--- config.mk ---
export PLATFORM = sky130hd
export DESIGN_NAME = imem_loader
export DESIGN_NICKNAME = d
export VERILOG_FILES = /design/src/rtl/imem_loader.sv
export SDC_FILE = /design/constraint.sdc
export NUM_CORES = 1
export LEC_CHECK = 0
export CAP_MARGIN = 20
export CORE_ASPECT_RATIO = 0.9
export CORE_MARGIN = 8
export CORE_UTILIZATION = 53
export CTS_BUF_LIST = sky130_fd_sc_hd__clkbuf_8 sky130_fd_sc_hd__clkbuf_16
export CTS_CLUSTER_DIAMETER = 120
export CTS_CLUSTER_SIZE = 16
export DETAILED_ROUTE_END_ITERATION = 12
export PLACE_DENSITY = 0.85
export RECOVER_POWER = 25
export SLEW_MARGIN = 20
export SYNTH_ARGS = -nofsm -noshare
export SYNTH_HDL_FRONTEND = slang
export SYNTH_SLANG_ARGS = --single-unit
--- constraint.sdc ---
create_clock -name clk -period 2 [get_ports clk]
set_input_delay 0.2 -clock clk [delete_from_list [all_inputs] [get_ports clk]]
set_output_delay 0.2 -clock clk [all_outputs]
set_load 0.02 [all_outputs]
--- src/rtl/imem_loader.sv ---
// UART (8N1) program loader: receives an A5-framed word stream and writes it into instruction memory,
// holding the CPU while loading. Define IMEM_LOADER_CHECKSUM_EN to require a trailing XOR checksum byte.
module imem_loader #(
  parameter int CLKS_PER_BIT = 868,
  parameter int ADDR_W       = 8
) (
  input  logic              clk,
  input  logic              rst,
  input  logic              rx,
  output logic              wr_en,
  output logic [ADDR_W-1:0] wr_addr,
  output logic [31:0]       wr_data,
  output logic              cpu_hold,
  output logic              done,
  output logic              err,
  output logic [2:0]        dbg_state
);

  localparam int CNT_W = $clog2(CLKS_PER_BIT);
  localparam logic [CNT_W-1:0] HALF_CNT  = CNT_W'(CLKS_PER_BIT / 2 - 1);
  localparam logic [CNT_W-1:0] FULL_CNT  = CNT_W'(CLKS_PER_BIT - 1);
  localparam logic [16:0]      MAX_WORDS = 17'(1) << ADDR_W;

  typedef enum logic [1:0] {RX_IDLE, RX_START, RX_DATA, RX_STOP} rx_state_t;

  typedef enum logic [2:0] {
    L_IDLE   = 3'd0,
    L_CNT_LO = 3'd1,
    L_CNT_HI = 3'd2,
    L_DATA   = 3'd3,
`ifdef IMEM_LOADER_CHECKSUM_EN
    L_CSUM   = 3'd4,
`endif
    L_DONE   = 3'd5,
    L_ERR    = 3'd6
  } ld_state_t;

`ifdef IMEM_LOADER_CHECKSUM_EN
  localparam ld_state_t FIN_STATE = L_CSUM;
`else
  localparam ld_state_t FIN_STATE = L_DONE;
`endif

  logic             r_rx_s1, r_rx_s2, r_rx_s3;
  logic             w_rx_fall;
  rx_state_t        r_rx_state, w_rx_next;
  logic [CNT_W-1:0] r_clk_cnt;
  logic [2:0]       r_bit_idx;
  logic [7:0]       r_rx_shift;
  logic             w_bit_end;
  logic             r_byte_valid;
  logic             r_frame_err;

  ld_state_t         r_state, w_next;
  logic [7:0]        r_cnt_lo;
  logic [15:0]       r_count;
  logic [15:0]       r_word_cnt;
  logic [1:0]        r_byte_idx;
  logic [31:0]       r_asm;
  logic              r_wr_en;
  logic [ADDR_W-1:0] r_wr_addr;
  logic [31:0]       r_wr_data;
  logic              r_cpu_hold;
  logic              r_done;
  logic              r_err;
  logic [15:0]       w_count;
  logic              w_last_word;
  logic              w_sync;
`ifdef IMEM_LOADER_CHECKSUM_EN
  logic [7:0]        r_csum;
`endif

  // Three flops: two for metastability, the third only for falling-edge detection.
  always_ff @(posedge clk or negedge rst) begin
    if (!rst) begin
      r_rx_s1 <= 1'b1;
      r_rx_s2 <= 1'b1;
      r_rx_s3 <= 1'b1;
    end else begin
      r_rx_s1 <= rx;
      r_rx_s2 <= r_rx_s1;
      r_rx_s3 <= r_rx_s2;
    end
  end

  assign w_rx_fall = r_rx_s3 & ~r_rx_s2;

  always_ff @(posedge clk or negedge rst) begin
    if (!rst) r_rx_state <= RX_IDLE;
    else      r_rx_state <= w_rx_next;
  end

  always_comb begin
    w_rx_next = r_rx_state;
    w_bit_end = 1'b0;
    case (r_rx_state)
      RX_IDLE:  if (w_rx_fall) w_rx_next = RX_START;
      RX_START: begin
        w_bit_end = (r_clk_cnt == HALF_CNT);
        if (w_bit_end) w_rx_next = r_rx_s2 ? RX_IDLE : RX_DATA;
      end
      RX_DATA: begin
        w_bit_end = (r_clk_cnt == FULL_CNT);
        if (w_bit_end && r_bit_idx == 3'd7) w_rx_next = RX_STOP;
      end
      RX_STOP: begin
        w_bit_end = (r_clk_cnt == FULL_CNT);
        if (w_bit_end) w_rx_next = RX_IDLE;
      end
      default: w_rx_next = RX_IDLE;
    endcase
  end

  // byte_valid and frame_err are one-cycle strobes with no ready: the loader must take
  // each byte on its strobe cycle, and r_rx_shift holds it until the next start bit.
  always_ff @(posedge clk or negedge rst) begin
    if (!rst) begin
      r_clk_cnt    <= '0;
      r_bit_idx    <= '0;
      r_rx_shift   <= '0;
      r_byte_valid <= 1'b0;
      r_frame_err  <= 1'b0;
    end else begin
      r_byte_valid <= (r_rx_state == RX_STOP) && w_bit_end && r_rx_s2;
      r_frame_err  <= (r_rx_state == RX_STOP) && w_bit_end && !r_rx_s2;
      if (r_rx_state == RX_IDLE || w_bit_end) r_clk_cnt <= '0;
      else                                    r_clk_cnt <= r_clk_cnt + 1'b1;
      if (r_rx_state == RX_START) r_bit_idx <= '0;
      if (r_rx_state == RX_DATA && w_bit_end) begin
        r_rx_shift <= {r_rx_s2, r_rx_shift[7:1]};
        r_bit_idx  <= r_bit_idx + 3'd1;
      end
    end
  end

  assign w_count     = {r_rx_shift, r_cnt_lo};
  assign w_last_word = (r_word_cnt + 16'd1 == r_count);
  assign w_sync      = r_byte_valid && (r_rx_shift == 8'hA5);

  always_ff @(posedge clk or negedge rst) begin
    if (!rst) r_state <= L_IDLE;
    else      r_state <= w_next;
  end

  always_comb begin
    w_next = r_state;
    case (r_state)
      L_IDLE:   if (w_sync) w_next = L_CNT_LO;
      L_CNT_LO: begin
        if (r_frame_err)       w_next = L_ERR;
        else if (r_byte_valid) w_next = L_CNT_HI;
      end
      L_CNT_HI: begin
        if (r_frame_err) w_next = L_ERR;
        else if (r_byte_valid) begin
          if ({1'b0, w_count} > MAX_WORDS) w_next = L_ERR;
          else if (w_count == 16'd0)       w_next = FIN_STATE;
          else                             w_next = L_DATA;
        end
      end
      L_DATA: begin
        if (r_frame_err) w_next = L_ERR;
        else if (r_byte_valid && r_byte_idx == 2'd3 && w_last_word) w_next = FIN_STATE;
      end
`ifdef IMEM_LOADER_CHECKSUM_EN
      L_CSUM: begin
        if (r_frame_err)       w_next = L_ERR;
        else if (r_byte_valid) w_next = (r_rx_shift == r_csum) ? L_DONE : L_ERR;
      end
`endif
      L_DONE:  w_next = L_IDLE;
      L_ERR:   w_next = L_IDLE;
      default: w_next = L_IDLE;
    endcase
  end

  always_ff @(posedge clk or negedge rst) begin
    if (!rst) begin
      r_cnt_lo   <= '0;
      r_count    <= '0;
      r_word_cnt <= '0;
      r_byte_idx <= '0;
      r_asm      <= '0;
      r_wr_en    <= 1'b0;
      r_wr_addr  <= '0;
      r_wr_data  <= '0;
      r_cpu_hold <= 1'b0;
      r_done     <= 1'b0;
      r_err      <= 1'b0;
`ifdef IMEM_LOADER_CHECKSUM_EN
      r_csum     <= '0;
`endif
    end else begin
      r_wr_en <= 1'b0;
      if (r_wr_en) r_wr_addr <= r_wr_addr + 1'b1;
      case (r_state)
        L_IDLE: if (w_sync) begin
          r_cpu_hold <= 1'b1;
          r_done     <= 1'b0;
          r_err      <= 1'b0;
          r_wr_addr  <= '0;
          r_word_cnt <= '0;
          r_byte_idx <= '0;
`ifdef IMEM_LOADER_CHECKSUM_EN
          r_csum     <= '0;
`endif
        end
        L_CNT_LO: if (r_byte_valid) r_cnt_lo <= r_rx_shift;
        L_CNT_HI: if (r_byte_valid) r_count  <= w_count;
        L_DATA: if (r_byte_valid) begin
          // Bytes enter at the top so the first one ends up in [7:0] after four shifts.
          r_asm      <= {r_rx_shift, r_asm[31:8]};
          r_byte_idx <= r_byte_idx + 2'd1;
`ifdef IMEM_LOADER_CHECKSUM_EN
          r_csum     <= r_csum ^ r_rx_shift;
`endif
          if (r_byte_idx == 2'd3) begin
            r_wr_en    <= 1'b1;
            r_wr_data  <= {r_rx_shift, r_asm[31:8]};
            r_word_cnt <= r_word_cnt + 16'd1;
          end
        end
        L_DONE: begin
          r_cpu_hold <= 1'b0;
          r_done     <= 1'b1;
        end
        L_ERR: begin
          r_cpu_hold <= 1'b0;
          r_err      <= 1'b1;
        end
        default: ;
      endcase
    end
  end

  assign wr_en     = r_wr_en;
  assign wr_addr   = r_wr_addr;
  assign wr_data   = r_wr_data;
  assign cpu_hold  = r_cpu_hold;
  assign done      = r_done;
  assign err       = r_err;
  assign dbg_state = r_state;

endmodule

==> results.md, run 1 <==
- Multi-input logic area: 2810 um^2
- Reg area: approximately 3500 um^2
- Sequential fraction of the synthesis area: between 50% and 60%
- Final Cycle Share: 110%
- Pre-antenna DRT Iters: 5
- Predominant post-synthesis flop cell: dfrtp_1
- Clock Sinks: 141
- Starting Density: between 50% and 60%
- WHS Path Cells: 1
- DR WL/cell: 17.0 um
- Failing checks: setup timing
- Final HPWL DP: 10300 um
- Initial antenna violation count: 0
- Worst R2R Path Depth: 7
- DRT antenna net count: 0
- Number of global-route vias before repair: between 5000 and 6000
- # H-tree levels: 4
- NetSw: around 0.0015 W
- Pin count of the biggest net entering global routing: 57
- Critical path's slowest cell: or4_4
- Status: finished with violations
- Critical path's largest stage delay: 0.51 ns
- Net Count, Synth: between 600 and 700
- Unique masters post-synth: 57
- Post-synthesis cell area: between 6000 and 7000 um^2
- Fillers: around 800
- Syn Area/Cell: 9.74 um^2
- NumNets Final: between 700 and 800
- R2r setup slk: -0.19 ns
- FFs w/ async S/R, synth: 100%
- Final max-slew violation count: 0
- Worst Tran Pin Value: roughly 1.4 ns
- Share of cells above drive strength 1: between 20% and 30%
- FP Rows: 38
- Final setup fails: 2
- CTS buffer count: 17
- Die Area: 15900 um^2
- Fin Clk Skew: approximately 0.017 ns
- Gp weighted congestion: a little under 0.9
- Syn-to-layout area delta: 27.5%
- CTS root buffer: clkbuf_16
- Max clock buf depth: 2
- Static Leak: about 4 nW
- Crit Path Class: reg2reg
- Post-Route WL: 15800 um
- Crit path arrival time: about 2.5 ns
- Die extent in x: approximately 130 um
- Core Area: around 12000 um^2
- CTS tree: done
- Top cell by count, worst path: nand4_1
- Final hold violations: 0
- Crit-path cells: ha_4, xnor2_2, nand4_1, or4_4, a2111oi_4, nand4_1, a22o_1
- CP endpoint kind: flip-flop
- Final worst slack: -0.195 ns
- Power per cell area: 813 nW/um^2
- Worst-path clk slew: 0.06 ns
- Non-filler cells, final: between 900 and 1000
- RR Endpoint: dbg_state[1]
- Logic pwr share: under 10%
- Buffers on Ports: a little under 50
- Unrepaired setup endpoints after global routing: yes
- Hold Crit Start: rx
- DR iter-0 viols: a little under 500
- Setup_tns: -0.271 ns
- Placed Instances: between 800 and 900
- Min-Delay Endpoint: r_rx_s1
- GRT Residual Overflow: 0
- Routed vias/inst: about 5.6
- Sequential share of power: approximately 45%
- Final Util: between 60% and 70%
- I/O Pins: 50
- Worst VDD drop: 0.663 mV
- Power Total: ~0.0067 W
- Post-synth EDFFs: 0
- Worst reg2reg startpoint: r_word_cnt[1]
- Diode count: 0
- Clock power frac: roughly half
- Total track usage: 20.8%
- Max_cap viols: 0
- Vias post-DR: 5255
- Minimum clock period: ~2.2 ns
- Crit start category: flip-flop
- Mapped Cells: roughly 660
- Seq cells post-synth: 141
- WP data required: 2.31 ns
- Slew headroom: around 7.1%
- Clk_lat worst skew: ~0.44 ns
- Int Power: 0.00515 W
- DRC Markers: 0
- Global-route wire length before repair: ~27000 um
- Worst hold path type: in2reg
- Die Y: approximately 120 um
- Syn. warnings: 0
- F_max: roughly 460 MHz
- Sw frac: 22.8%
- Crit Path Max Fanout: 4
## per-stage QoR
| stage | hold slack [ns] | worst slack (ns) | cell area, um^2 |
|---|---|---|---|
| global route | 0.320 | -0.278 | 8210 |
| floorplan | -0.0956 | -0.0937 | 6470 |
| finish | 0.312 | -0.195 | 8210 |
| detailed placement | 0.207 | -0.241 | 7500 |
| CTS | 0.167 | -0.189 | 8180 |
| global placement | 0.199 | -0.181 | 7500 |
## cell type report
class	instances	area share (%)
flip-flops and latches	141	43.1
multi-input cells	480	34.3
repair buffers	114	12.2
clock buffers	18	5.35
well taps	160	2.44
clock inverters	14	2.33
inverters	7	0.320
## cell families after synthesis
logic type | after synthesis | synth area share, %
simple gates | 327 | 22.4
flops | 141 | 54.8
compound gates | 74 | 7.42
buf+inv | 40 | 2.88
xor+xnor | 36 | 4.90
mux | 36 | 6.24
fa+ha+maj | 7 | 1.36
## layout by cell type (no fill, tap or decap), types with 13 or more instances in the layout
master and n:
dfrtp_1 135, xor2_1 13, a21oi_1 13, mux2_2 33, clkbuf_16 17, xnor2_1 22, nand3_1 16, nand2_1 206
nor2_1 38, o21ai_0 30, clkdlybuf4s50_1 47, buf_4 59
## critical path, delay by kind of cell, from the launching register on
kind	cells	cell delay, ns
and+or+nand+nor	3	0.81
xor gates and xnor gates	1	0.14
adders and majority gates	1	0.26
AOI/OAI and AO/OA	2	0.44
DFF	1	0.44
## metal layers
metal / GRT usage (%) / wire length (um) / share of wire (%) / up-vias
met2: 34.9 / 8050 / 51 / 160
met3: 5.72 / 767 / 4.8 / 53
met5: 0 / 0 / 0 / -
met1: 24.3 / 6520 / 41 / 2614
li1: - / - / - / 2428
met4: 10.3 / 502 / 3.2 / 0
## flip-flops by register name, indices dropped and copies added (netlist names), 8 cells and up, named ones only
register / cells
r_asm: 24
r_clk_cnt: 10
r_cnt_lo: 8
r_count: 16
r_rx_shift: 8
r_word_cnt: 16
wr_addr: 8
wr_data: 32
## repair_timing
item / 4_1_cts / 5_1_grt
pin swaps: 4 / 5
endpoints found under the hold margin: 52 / 0
setup buffers: 1 / 2
hold buffers: 1 / 0
endpoints found under the setup margin: 15 / 27
gates resized for setup: 7 / 13
## power groups by stage
stage,clock [W],combinational (W),sequential [W]
finish,0.00338,0.000303,0.00299
global route,0.00354,0.000350,0.00300
CTS,0.00342,0.000287,0.00299
detailed placement,0,0.000278,0.00304
global placement,0,0.000265,0.00303
floorplan,0,0.000166,0.00301
## worst max path at each step
stage,from,end,cells past startpoint
after floorplan,r_word_cnt[2],dbg_state[1],6
after global placement,r_word_cnt[1],dbg_state[1],7
after detailed placement,r_word_cnt[1],dbg_state[1],7
after CTS,r_word_cnt[1],dbg_state[1],7
after global routing,r_word_cnt[0],dbg_state[1],7
final,r_word_cnt[1],dbg_state[1],7
## synthesized netlist by cell type (all sizes together), types with 2 or more instances
cell type | number | share of area (%)
ha | 7 | 1.4
dfstp | 3 | 1.2
mux2 | 33 | 5.8
a22o | 4 | 0.54
and3 | 10 | 1.0
clkbuf | 27 | 1.6
nand2 | 206 | 12
or4 | 4 | 0.52
nor2b | 5 | 0.49
o21a | 3 | 0.35
o31ai | 4 | 0.47
dfrtp | 138 | 54
nor3 | 7 | 0.54
nor2 | 42 | 2.5
nand4b | 2 | 0.27
nand4 | 10 | 0.97
nand2b | 3 | 0.29
nor4 | 9 | 0.97
xor2 | 13 | 1.8
buf | 6 | 0.87
xnor2 | 23 | 3.1
mux2i | 3 | 0.47
nand3 | 18 | 1.4
inv | 6 | 0.35
a21oi | 13 | 1.0
and4 | 2 | 0.31
a31oi | 3 | 0.29
o41ai | 3 | 0.41
o21ai | 33 | 2.6
Note: power is estimated with default switching activity, not from simulation.
==> inputs of run 2 (changes only) <==
--- a/config.mk
+++ b/config.mk
@@ -8,12 +8,12 @@
 export CAP_MARGIN = 20
 export CORE_ASPECT_RATIO = 0.9
 export CORE_MARGIN = 8
-export CORE_UTILIZATION = 53
+export CORE_UTILIZATION = 58
 export CTS_BUF_LIST = sky130_fd_sc_hd__clkbuf_8 sky130_fd_sc_hd__clkbuf_16
 export CTS_CLUSTER_DIAMETER = 120
 export CTS_CLUSTER_SIZE = 16
 export DETAILED_ROUTE_END_ITERATION = 12
-export PLACE_DENSITY = 0.85
+export PLACE_DENSITY = 0.88
 export RECOVER_POWER = 25
 export SLEW_MARGIN = 20
 export SYNTH_ARGS = -nofsm -noshare
==> constraint.sdc (replaced) <==
create_clock -name clk -period 2.37 [get_ports clk]
set_input_delay 0.237 -clock clk [delete_from_list [all_inputs] [get_ports clk]]
set_output_delay 0.237 -clock clk [all_outputs]
set_load 0.02 [all_outputs]
==> run 2 against run 1 <==
Against the previous run:
- the run now ends clean
- register-to-register slack improved by 0.27 ns
- largest cell class unchanged
- worst setup slack improved by 0.27 ns
- hold slack better by 0.047 ns
- via count fell by 3.0%
==> results.md, run 2 (same netlist as run 1, synthesis figures left out) <==
- Status: finished, final reports clean
- WP data required: between 2 and 3 ns
- DRC Markers: 0
- CTS root buffer: clkbuf_16
- Crit start category: flip-flop
- I/O Pins: 50
- CTS tree: done
- Post-Route WL: approximately 15000 um
- Crit Path Max Fanout: 5
- DR iter-0 viols: between 400 and 500
- DR WL/cell: between 15 and 20 um
- Clk_lat worst skew: 0.42 ns
- Final hold violations: 0
- Die Area: 14700 um^2
- Worst VDD drop: roughly 0.63 mV
- Global-route wire length before repair: between 20000 and 30000 um
- CTS buffer count: 17
- WHS: 0.360 ns
- Setup slack at placement: between 0.02 and 0.025 ns
- F_max: approximately 440 MHz
- Share of cells above drive strength 1: approximately 15%
- Initial antenna violation count: 0
- Final setup fails: 0
- Setup_tns: 0 ns
- Diode count: 0
- Final max-slew violation count: 0
- Max_cap viols: 0
- Final worst slack: 0.0738 ns
- Max clock buf depth: 2
- DRT antenna net count: 0
- NumNets Final: approximately 730
- Buffers on Ports: 49
- Clock Sinks: 141
- Worst path top cell family by delay: simple AND/OR/NAND/NOR gates
- Final Cycle Share: ~97%
- Die Y: approximately 120 um
- Worst Tran Pin Value: between 1 and 1.5 ns
- Crit-path cells: and4_4, a21boi_2, or4_4, a2111oi_4, nand4_1, a22o_1
- Total track usage: 22.0%
- Gp weighted congestion: around 0.90
- Die extent in x: roughly 130 um
- Pre-antenna DRT Iters: 6
- Power Total: approximately 0.0055 W
- # H-tree levels: 4
- Critical path's slowest cell: or4_4
- Minimum clock period: 2.30 ns
- Power per cell area: 710 nW/um^2
- Max reg flops: 32
- Critical path's largest stage delay: ~0.53 ns
- Crit path arrival time: between 2 and 3 ns
- GRT Residual Overflow: 0
- Most frequent cells in the layout: 206 x nand2_1, 134 x dfrtp_1, 47 x clkdlybuf4s50_1
- Routed vias/inst: 5.89
- Buf/Inv on CP: 0
- Unrepaired setup endpoints after global routing: yes
- Worst hold path type: reg2reg
- Fin Clk Skew: ~0.0083 ns
- Syn-to-layout area delta: 21.0%
- Number of global-route vias before repair: roughly 5300
- Pin count of the biggest net entering global routing: 73
- Non-filler cells, final: a little under 900
- Core Area: about 11000 um^2
- Slew headroom: around 33%
- CP endpoint kind: flip-flop
- Final HPWL DP: between 9000 and 10000 um
- Placed Instances: about 830
- Commonest non-fill, non-tap cell in the layout: nand2_1
- Starting Density: 59.6%
- Static Leak: ~3.7 nW
- Crit Path Class: reg2reg
- Worst-path clk slew: 0.06 ns
- Vias post-DR: 5099
- FP Rows: 36
[run 2: metrics by stage]
step                      cell area (um^2)  util, %
after floorplan                       6440        -
after global placement                7120     65.9
after detailed placement              7120     65.9
after CTS                             7750     71.7
after global routing                  7790     72.1
final                                 7790     72.1
[run 2: cell type report]
class                           count  area (um^2)
Sequential cell                   141         3540
Fill cell                         718         3020
Multi-Input combinational cell    480         2760
Timing Repair Buffer               74          683
Clock buffer                       17          425
Clock inverter                     14          193
Tap cell                          133          166
Inverter                            7         26.3
[run 2: layer usage]
metal,track usage (%),up-vias,wire (um)
met3,5.89,39,976
li1,-,2348,-
met1,25.2,2504,6240
met5,0,-,0
met4,9.98,0,420
met2,38.3,208,7850
[run 2: worst reg2reg max path, delay by kind of cell, from the launching register on]
family	cells	cell delay, ns
AOI/OAI and AO/OA	3	0.71
DFF	1	0.42
and+or+nand+nor	3	1.05
[run 2: what timing repair did]
action / in CTS / in global routing
gates resized for setup: 0 / 11
hold buffers: 1 / 0
setup endpoints to repair: 1 / 6
pin swaps: 2 / 1
buffers inserted: 1 / 1
endpoints found under the hold margin: 66 / 0
[run 2: power breakdown]
group / leakage [nW] / internal, W / total, W / switching, W
Sequential: 1.95 / 0.00245 / 0.00253 / 0.0000809
Combinational: 1.50 / 0.0000804 / 0.000225 / 0.000145
Clock: 0.290 / 0.00176 / 0.00278 / 0.00102
Total: 3.74 / 0.00429 / 0.00553 / 0.00125
[run 2: path summary, 6_finish.rpt]
| check | from | endpoint | slack [ns] | cells past startpoint |
|---|---|---|---|---|
| worst max-delay path | r_word_cnt[1] | dbg_state[1] | 0.07 | 6 |
| worst min-delay path | r_rx_s1 | r_rx_s2 | 0.36 | 0 |
| worst max register to register | r_word_cnt[1] | dbg_state[1] | 0.07 | 6 |
| worst min register to register | r_rx_s1 | r_rx_s2 | 0.36 | 0 |
| max in group asynchronous | rst | r_word_cnt[13] | 0.52 | 3 |
| min in group asynchronous | rst | r_word_cnt[4] | 0.38 | 2 |
